===== config.mk =====
export PLATFORM = sky130hd
export DESIGN_NAME = decode_stage_pipe
export DESIGN_NICKNAME = d
export VERILOG_FILES = /design/src/rtl/decode_stage_pipe.sv
export SDC_FILE = /design/constraint.sdc
export NUM_CORES = 1
export LEC_CHECK = 0
export ABC_CLOCK_PERIOD_IN_PS = 3450
export CORE_ASPECT_RATIO = 0.7
export CORE_MARGIN = 8
export CORE_UTILIZATION = 30
export DETAILED_ROUTE_END_ITERATION = 8
export PLACE_DENSITY_LB_ADDON = 0.08
export SYNTH_ARGS = -nofsm -noshare
export SYNTH_HDL_FRONTEND = slang
export SYNTH_SLANG_ARGS = --single-unit

===== constraint.sdc =====
create_clock -name clk -period 3.45 [get_ports clk]
set_clock_uncertainty 0.2 [all_clocks]
set_input_delay 0.8625 -clock clk [delete_from_list [all_inputs] [get_ports clk]]
set_output_delay 0.8625 -clock clk [all_outputs]
set_load 0.01 [all_outputs]

===== src/rtl/decode_stage_pipe.sv =====
// decode_stage_pipe: RV32I decode stage with regfile, control/immediate decode, hazard stall and ID/EX register
module decode_stage_pipe #(
  parameter int WIDTH = 32,
  parameter int NUM_REGS = 32
) (
  input  logic             clk,
  input  logic             rst,
  input  logic [WIDTH-1:0] instr_D,
  input  logic [WIDTH-1:0] pc_D,
  input  logic             valid_D,
  input  logic             flush_E,
  input  logic             regWrite_W,
  input  logic [4:0]       Rd_W,
  input  logic [WIDTH-1:0] result_W,
  output logic             stall_D,
  output logic             regWrite_E,
  output logic             memWrite_E,
  output logic             branch_E,
  output logic             jump_E,
  output logic             jalr_E,
  output logic             ALUsrc_E,
  output logic             illegal_E,
  output logic [1:0]       resultSrc_E,
  output logic [3:0]       ALUctrl_E,
  output logic [2:0]       funct3_E,
  output logic [4:0]       Rs1_E,
  output logic [4:0]       Rs2_E,
  output logic [4:0]       Rd_E,
  output logic [WIDTH-1:0] RD1_E,
  output logic [WIDTH-1:0] RD2_E,
  output logic [WIDTH-1:0] ImmExt_E,
  output logic [WIDTH-1:0] pc_E,
  output logic [WIDTH-1:0] a0
);
  localparam int AW = $clog2(NUM_REGS);
  localparam logic [5:0] NR = 6'(NUM_REGS);
  localparam logic [3:0] ADD = 4'h0, SUB = 4'h1, AND_ = 4'h2, OR_ = 4'h3, XOR_ = 4'h4,
                         SLT = 4'h5, SLTU = 4'h6, SLL = 4'h7, SRL = 4'h8, SRA = 4'h9, PASS_B = 4'hF;
  logic [WIDTH-1:0] regs [NUM_REGS];
  logic [6:0] op;
  logic [2:0] f3;
  logic [4:0] rs1, rs2, rd;
  logic is_r, is_i, is_ld, is_st, is_br, is_jal, is_jalr, is_lui, is_auipc;
  logic known, uses_rd, uses_rs1, uses_rs2, bad_idx, ok;
  logic [3:0] alu_f;
  logic [WIDTH-1:0] rd1, rd2, imm;
  logic reg_write_d, mem_write_d, branch_d, jump_d, jalr_d, alu_src_d;
  logic [1:0] result_src_d;
  logic [3:0] alu_ctrl_d;
  assign op  = instr_D[6:0];
  assign f3  = instr_D[14:12];
  assign rd  = instr_D[11:7];
  assign rs1 = instr_D[19:15];
  assign rs2 = instr_D[24:20];
  always_ff @(posedge clk)
    if (regWrite_W && Rd_W != 5'd0 && {1'b0, Rd_W} < NR) regs[Rd_W[AW-1:0]] <= result_W;
  // Write-through bypass lets W and D share a cycle without a separate forwarding path
  assign rd1 = (rs1 == 5'd0) ? '0 : (regWrite_W && Rd_W == rs1) ? result_W :
               ({1'b0, rs1} < NR) ? regs[rs1[AW-1:0]] : '0;
  assign rd2 = (rs2 == 5'd0) ? '0 : (regWrite_W && Rd_W == rs2) ? result_W :
               ({1'b0, rs2} < NR) ? regs[rs2[AW-1:0]] : '0;
  assign a0 = regs[10];
  always_comb begin
    is_r     = op == 7'b0110011;
    is_i     = op == 7'b0010011;
    is_ld    = op == 7'b0000011;
    is_st    = op == 7'b0100011;
    is_br    = op == 7'b1100011;
    is_jal   = op == 7'b1101111;
    is_jalr  = op == 7'b1100111;
    is_lui   = op == 7'b0110111;
    is_auipc = op == 7'b0010111;
    known    = is_r | is_i | is_ld | is_st | is_br | is_jal | is_jalr | is_lui | is_auipc;
    uses_rd  = is_r | is_i | is_ld | is_jal | is_jalr | is_lui | is_auipc;
    uses_rs1 = is_r | is_i | is_ld | is_st | is_br | is_jalr;
    uses_rs2 = is_r | is_st | is_br;
    bad_idx  = (uses_rd && {1'b0, rd} >= NR) || (uses_rs1 && {1'b0, rs1} >= NR) ||
               (uses_rs2 && {1'b0, rs2} >= NR);
    ok = known && !bad_idx;
    alu_f = (f3 == 3'd0) ? ((is_r && instr_D[30]) ? SUB : ADD) :
            (f3 == 3'd1) ? SLL : (f3 == 3'd2) ? SLT : (f3 == 3'd3) ? SLTU :
            (f3 == 3'd4) ? XOR_ : (f3 == 3'd5) ? (instr_D[30] ? SRA : SRL) :
            (f3 == 3'd6) ? OR_ : AND_;
    reg_write_d  = ok && uses_rd;
    mem_write_d  = ok && is_st;
    branch_d     = ok && is_br;
    jump_d       = ok && (is_jal || is_jalr);
    jalr_d       = ok && is_jalr;
    alu_src_d    = ok && (is_i || is_ld || is_st || is_jalr || is_lui || is_auipc);
    result_src_d = !ok ? 2'b00 : is_ld ? 2'b01 : (is_jal || is_jalr) ? 2'b10 : 2'b00;
    alu_ctrl_d   = !ok ? ADD : (is_r || is_i) ? alu_f : is_br ? SUB : is_lui ? PASS_B : ADD;
    imm = is_st ? {{(WIDTH-12){instr_D[31]}}, instr_D[31:25], instr_D[11:7]} :
          is_br ? {{(WIDTH-12){instr_D[31]}}, instr_D[7], instr_D[30:25], instr_D[11:8], 1'b0} :
          (is_lui || is_auipc) ? {{(WIDTH-32){instr_D[31]}}, instr_D[31:12], 12'b0} :
          is_jal ? {{(WIDTH-20){instr_D[31]}}, instr_D[19:12], instr_D[20], instr_D[30:21], 1'b0} :
          {{(WIDTH-12){instr_D[31]}}, instr_D[31:20]};
  end
  // rs1 is compared unconditionally; rs2 only where the format actually reads it
  assign stall_D = valid_D && resultSrc_E == 2'b01 && Rd_E != 5'd0 &&
                   (Rd_E == rs1 || (uses_rs2 && Rd_E == rs2));
  always_ff @(posedge clk) begin
    if (rst || flush_E || stall_D || !valid_D) begin
      regWrite_E  <= 1'b0;
      memWrite_E  <= 1'b0;
      branch_E    <= 1'b0;
      jump_E      <= 1'b0;
      jalr_E      <= 1'b0;
      ALUsrc_E    <= 1'b0;
      illegal_E   <= 1'b0;
      resultSrc_E <= 2'b00;
      ALUctrl_E   <= 4'h0;
      funct3_E    <= 3'd0;
      Rs1_E       <= 5'd0;
      Rs2_E       <= 5'd0;
      Rd_E        <= 5'd0;
      RD1_E       <= '0;
      RD2_E       <= '0;
      ImmExt_E    <= '0;
      pc_E        <= '0;
    end else begin
      regWrite_E  <= reg_write_d;
      memWrite_E  <= mem_write_d;
      branch_E    <= branch_d;
      jump_E      <= jump_d;
      jalr_E      <= jalr_d;
      ALUsrc_E    <= alu_src_d;
      illegal_E   <= !ok;
      resultSrc_E <= result_src_d;
      ALUctrl_E   <= alu_ctrl_d;
      funct3_E    <= ok ? f3 : 3'd0;
      Rs1_E       <= (ok && uses_rs1) ? rs1 : 5'd0;
      Rs2_E       <= (ok && uses_rs2) ? rs2 : 5'd0;
      Rd_E        <= reg_write_d ? rd : 5'd0;
      RD1_E       <= is_auipc ? pc_D : rd1;
      RD2_E       <= rd2;
      ImmExt_E    <= imm;
      pc_E        <= pc_D;
    end
  end
endmodule


# Yosys cells after proc, flatten, opt, wreduce, memory -nomap -nowiden
# Memories as Yosys holds them, arrays and structs flattened. A register that Yosys moved wholly into a read port is not among the register bits.
# Index checks and enable logic that the tools add are counted.
# op_classes
n_bitwise	19
n_reduce_logical	40
n_eq_ne	19
mux	23
# op_table
op	n
2-to-1 mux 32 bit	3
2-to-1 mux 31 bit	3
2-to-1 mux 4 bit	9
equality test 7 x 6 -> 1 bit, second input constant	3
equality test 7 bit, second input constant	3
2-to-1 mux 20 bit	1
equality test 5 bit	3
logical AND 1 bit	15
bitwise OR 1 bit	15
equality test 7 x 5 -> 1 bit, second input constant	2
logical OR 1 bit	12
zero test 5 bit	2
nonzero test 5 bit	2
OR reduction 2 bit	5
equality test 3 bit, second input constant	3
equality test 7 x 2 -> 1 bit, second input constant	1
equality test 3 x 2 -> 1 bit, second input constant	2
2-to-1 mux 1 bit	6
NOT 1 bit	4
equality test 3 x 1 -> 1 bit, second input constant	1
zero test 3 bit	1
OR reduction 3 bit	1
equality test 2 x 1 -> 1 bit, second input constant	1
zero test 1 bit	2
2-to-1 mux 2 bit	1
# word_totals
mem_bits_rw	1024
elab_cells	119
ff_bits	127
memories	1
output_inout_bits	192
# mem_list
name	depth	word_bits	rd	rd_clocked_by_memory_dff	wr	line	text
regs	32	32	3	1	1	39	logic [WIDTH-1:0] regs [NUM_REGS];

# Depth between registers and ports, before layout
# logic_depth
depth_word	12
mapped_depth	11
depth_no_buf	7

# Worst setup path before layout
# Ideal clock, no wire load.
# synth_timing
path_kind	input to register
startpoint	in Rd_W[2]
endpoint	mem regs[10][0], enable pin
arrival_time_ns	2.913
required_ns	2.829
setup_slack_ns	-0.084
path_stages	3
n_path_buf	1
cell_sequence	buf_2 or3b_2 nor2_1
# synth_between
elab_chain_len	4
# synth_lines
item	line	text
from (decl)	13	input logic [4:0] Rd_W,
nonzero test 5 bit	56	if (regWrite_W && Rd_W != 5'd0 && {1'b0, Rd_W} < NR) regs[Rd_W[AW-1:0]] <= result_W;
logical AND 1 bit	56	
2-to-1 mux 1 bit	56	
2-to-1 mux 1 bit (implied by the code)	56	
to (decl)	39	
# Several ways; a longest one is shown, not always the timed one.

# Worst setup path in the final report
# layout_timing
startpoint	in instr_D[2]
endpoint	out stall_D
# layout_between
elab_chain_len	6
word_cells_on_any_way	8
# layout_lines
item	line	text
from (decl)	8	input logic [WIDTH-1:0] instr_D,
equality test 7 x 6 -> 1 bit (on tied branches)	64, 67	
bitwise OR 1 bit	76	uses_rs2 = is_r | is_st | is_br;
bitwise OR 1 bit (*)	76	
logical AND 1 bit (*)	100	(Rd_E == rs1 || (uses_rs2 && Rd_E == rs2));
logical OR 1 bit (*)	100	
logical AND 1 bit (*)	99	assign stall_D = valid_D && resultSrc_E == 2'b01 && Rd_E != 5'd0 &&
to (decl)	15	output logic stall_D,
# Every way passes the cells marked *; elsewhere a longest branch is shown, timed or not.

==> run_results.csv <==
group,metric,value,unit
sta,grt_setup_unrepaired,"false",
sta,timing.hold.ws,221,ps
detailed_routing,firstDrtPassIters,6,
worst_setup_path,start_kind,"input port",
floorplanning,rows,129,
flow_run,cap_violations,0,
sta,setup_tns,0,ps
synth,synth_area_per_cell,16.5,um^2
clock_network,clkSinkCount,1183,
clock_network,cts_buffer_depth,3,
synth,yosysSeqAreaShare,63.7,%
power,clock_power_share,41.7,%
floorplanning,pin_count,298,
cells_and_area,fillCellCount,16183,
worst_setup_path,worstRegToRegCells,8,
synth,synth_edf_count,1024,
grt,grt_pass1_vias,36124,
detailed_routing,wire_per_inst,35.7,um
floorplanning,die_area,191000,um^2
floorplanning,initial_core_util,30.2,%
floorplanning,core,176000,um^2
worst_hold_path,hold_class,"in -> reg",
worst_setup_path,critPathKind,"in -> out",
clock_network,cts_buffers,132,
power,p_leak,0.0230,uW
detailed_routing,routed_via_density,5.62,
grt,grt-ovfl-total,0,
detailed_routing,vias,35896,
place,hpwlAfterDp,155000,um
power,p_total,33500,uW
worst_setup_path,crit_chain,"dlygate4sd2_1 -> nor4bb_4 -> and3_4 -> and4_4 -> o21ai_4 -> inv_4 -> clkdlybuf4s15_2",
power,seqPwrFrac,47.4,%
cells_and_area,stdcell_count,6391,
detailed_routing,ant_nets,0,
synth,syn_area,53200,um^2
clock_network,clock-root-buffer,"clkbuf_16",
detailed_routing,drcViolationCount,0,
detailed_routing,drt-total-wl,228000,um
power,p_int,25200,uW
grt,grt_antenna_before_repair,13,
synth,ys_ff_latch,1183,
floorplanning,die_w,519,um
sta,fin_crit_sh,97.5,%
cells_and_area,area_growth,27.5,%
worst_setup_path,r2r_end,"RD1_E[30]$_SDFF_PP0_",
sta,maxSlewHeadroom,32.8,%
power,power.switching,8240,uW
worst_setup_path,cpLargestDelayFamily,"simple AND/OR/NAND/NOR gates",
clock_network,cts_tree,"built",
sta,finalHoldViolCount,0,
sta,tightestPinTransition,1010,ps
power,peakVddDrop,0.000415,V
grt,track_usage,23.1,%
power,combPwrFrac,10.9,%
sta,period_needed,3360,ps
synth,yosys_warnings,0,
grt,grt_max_degree,53,
worst_setup_path,critical_path.max_fanout,2,
place,gp_congestion,0.856,
clock_network,clkTransAtPathRegs,60,ps
sta,setup_violations,0,
worst_setup_path,r2r_slack,830,ps
sta,fmax,0.297,GHz
worst_setup_path,end_kind,"primary output",
floorplanning,fp.dieH,368,um
synth,yosysUniqueCellTypes,61,
cells_and_area,final_nets,4021,
clock_network,clk_latency,800,ps
worst_setup_path,critPathArrivalTime,2300,ps
grt,grt_pass1_wl,309000,um
worst_hold_path,min_path_cells,2,
cells_and_area,drive_above_1_share,30.7,%
worst_hold_path,min_to,"Rs2_E[3]$_SDFF_PP0_",
cells_and_area,ff_latch_area,33900,um^2
clock_network,htree_levels,4,
place,place_inst,6137,
sta,slew_violations,0,
synth,netlist_instances,3233,
place,port-buffer-count,297,
worst_hold_path,worstHoldStart,"instr_D[23]",
worst_setup_path,cpMaxStageDelayCell,"nor4bb_4",
worst_setup_path,path_buf_inv,3,
detailed_routing,drt-initial-drc-count,4403,
cells_and_area,fin_util,38.5,%
worst_setup_path,required,2390,ps
power,powerDensity,493,nW/um^2
run_status,outcome,"complete, no violations",
cells_and_area,multi_input_area,18400,um^2
synth,synth-async-reset-ratio,0,%
worst_setup_path,reg2reg_from,"Rd_E[1]$_SDFF_PP0_",
worst_setup_path,slowest_delay,330,ps
synth,ys.flop_type,"edfxtp_1",
power,swShare,24.6,%
[state kept, by name, summed over array words and instances (netlist names), 2 cells and up]
signal / count
Rs2_E: 5
ALUctrl_E: 4
resultSrc_E: 2
pc_E: 32
regs: 1024
Rs1_E: 5
Rd_E: 5
funct3_E: 3
RD1_E: 32
ImmExt_E: 32
RD2_E: 32
[layout by cell type, fill, tap and decap left out, types with 12 or more instances in the layout]
| cell | count |
|---|---|
| and3_1 | 47 |
| and2_1 | 20 |
| edfxtp_1 | 1024 |
| a22oi_1 | 48 |
| nand2_1 | 92 |
| dfxtp_1 | 159 |
| clkbuf_16 | 136 |
| nand3_1 | 34 |
| a221oi_1 | 32 |
| clkinv_2 | 18 |
| mux2_2 | 169 |
| a31oi_1 | 63 |
| nor2_1 | 102 |
| a21oi_1 | 68 |
| mux2i_1 | 244 |
| o21ai_1 | 27 |
| buf_4 | 351 |
| mux4_2 | 319 |
| clkdlybuf4s50_1 | 283 |
| conb_1 | 32 |
| a22o_1 | 93 |
| o221ai_1 | 20 |
| clkbuf_1 | 31 |
| nor2_4 | 35 |
| a211oi_1 | 57 |
| o21ai_0 | 39 |
| nor3_1 | 27 |
| clkinv_1 | 23 |
| nor2b_1 | 42 |
| o22ai_1 | 119 |
| buf_12 | 135 |
| diode_2 | 12 |
| xor2_1 | 13 |
[worst max path at each step]
stage / startpoint / endpoint / depth (start not counted) / slack [ps]
after floorplan: Rd_W[2] / regs[10][0]$_DFFE_PP_ / 3 / -80
after global placement: instr_D[0] / stall_D / 7 / -690
after detailed placement: instr_D[0] / stall_D / 7 / -590
after CTS: instr_D[2] / stall_D / 7 / 100
after global routing: instr_D[2] / stall_D / 7 / 50
final: instr_D[2] / stall_D / 7 / 90
[final cells by class]
class | instances | share of cell area [%]
tap | 2358 | 4.35
inverter | 2 | 0.0148
sequential | 1183 | 50.0
multi-input combinational | 1814 | 27.2
timing repair buffer | 782 | 12.3
clock buffer | 174 | 5.33
antenna | 12 | 0.0443
clock inverter | 66 | 0.843
[metal layers]
layer | part of all wire [%] | vias up | GRT usage, %
met5 | 0 | - | 0
li1 | - | 14679 | -
met1 | 45 | 19188 | 33.1
met4 | 2.1 | 0 | 4.95
met3 | 9.3 | 268 | 6.57
met2 | 44 | 1761 | 35.0
[repair_timing]
action / 4_1_cts / 5_1_grt
setup buffers: 2 / 0
hold buffers: 0 / 0
endpoints found under the setup margin: 1 / 0
resized for setup: 11 / 0
endpoints found under the hold margin: 0 / 0
[cell usage after synthesis (47+ instances only)]
cell type	count	share of area, %
a211oi_1	57	0.80
o22ai_1	119	1.4
edfxtp_1	1024	58
a22o_1	93	1.5
a31oi_1	63	0.74
nand2_1	93	0.66
nor2_1	137	0.97
mux4_2	319	13
and3_1	48	0.56
mux2_2	169	3.6
clkbuf_1	96	0.68
nor2b_1	47	0.55
a22oi_1	48	0.68
mux2i_1	244	4.6
buf_2	108	1.0
a21oi_1	68	0.64
dfxtp_1	159	6.0
[kinds of logic (layout without fill, tap and decap cells)]
| group | count (synthesis) | in the layout | synth area share (%) |
|---|---|---|---|
| DFF | 1183 | 1183 | 63.7 |
| muxes | 732 | 732 | 21.7 |
| AOI/OAI and AO/OA | 586 | 586 | 7.63 |
| and+or+nand+nor | 444 | 444 | 4.08 |
| buffers and inverters | 267 | 1024 | 2.54 |
| xor gates and xnor gates | 20 | 20 | 0.329 |
| other | 1 | 44 | 0.00704 |
[power groups by stage]
| stage | clock network [uW] | logic [uW] | registers [uW] |
|---|---|---|---|
| after global routing | 14800 | 3790 | 15900 |
| final | 14000 | 3640 | 15900 |
| after CTS | 14300 | 3620 | 15900 |
| after global placement | 0 | 3600 | 16200 |
| after floorplan | 0 | 1570 | 16200 |
| after detailed placement | 0 | 3610 | 16200 |
[stage by stage]
step / setup slack, ps / instance area (um^2)
floorplan: -83.8 / 53300
global placement: -689 / 63600
detailed placement: -590 / 63600
CTS: 103 / 67800
global route: 47.3 / 67800
finish: 87.0 / 67900
No activity file was read; power rests on OpenSTA's default activity.
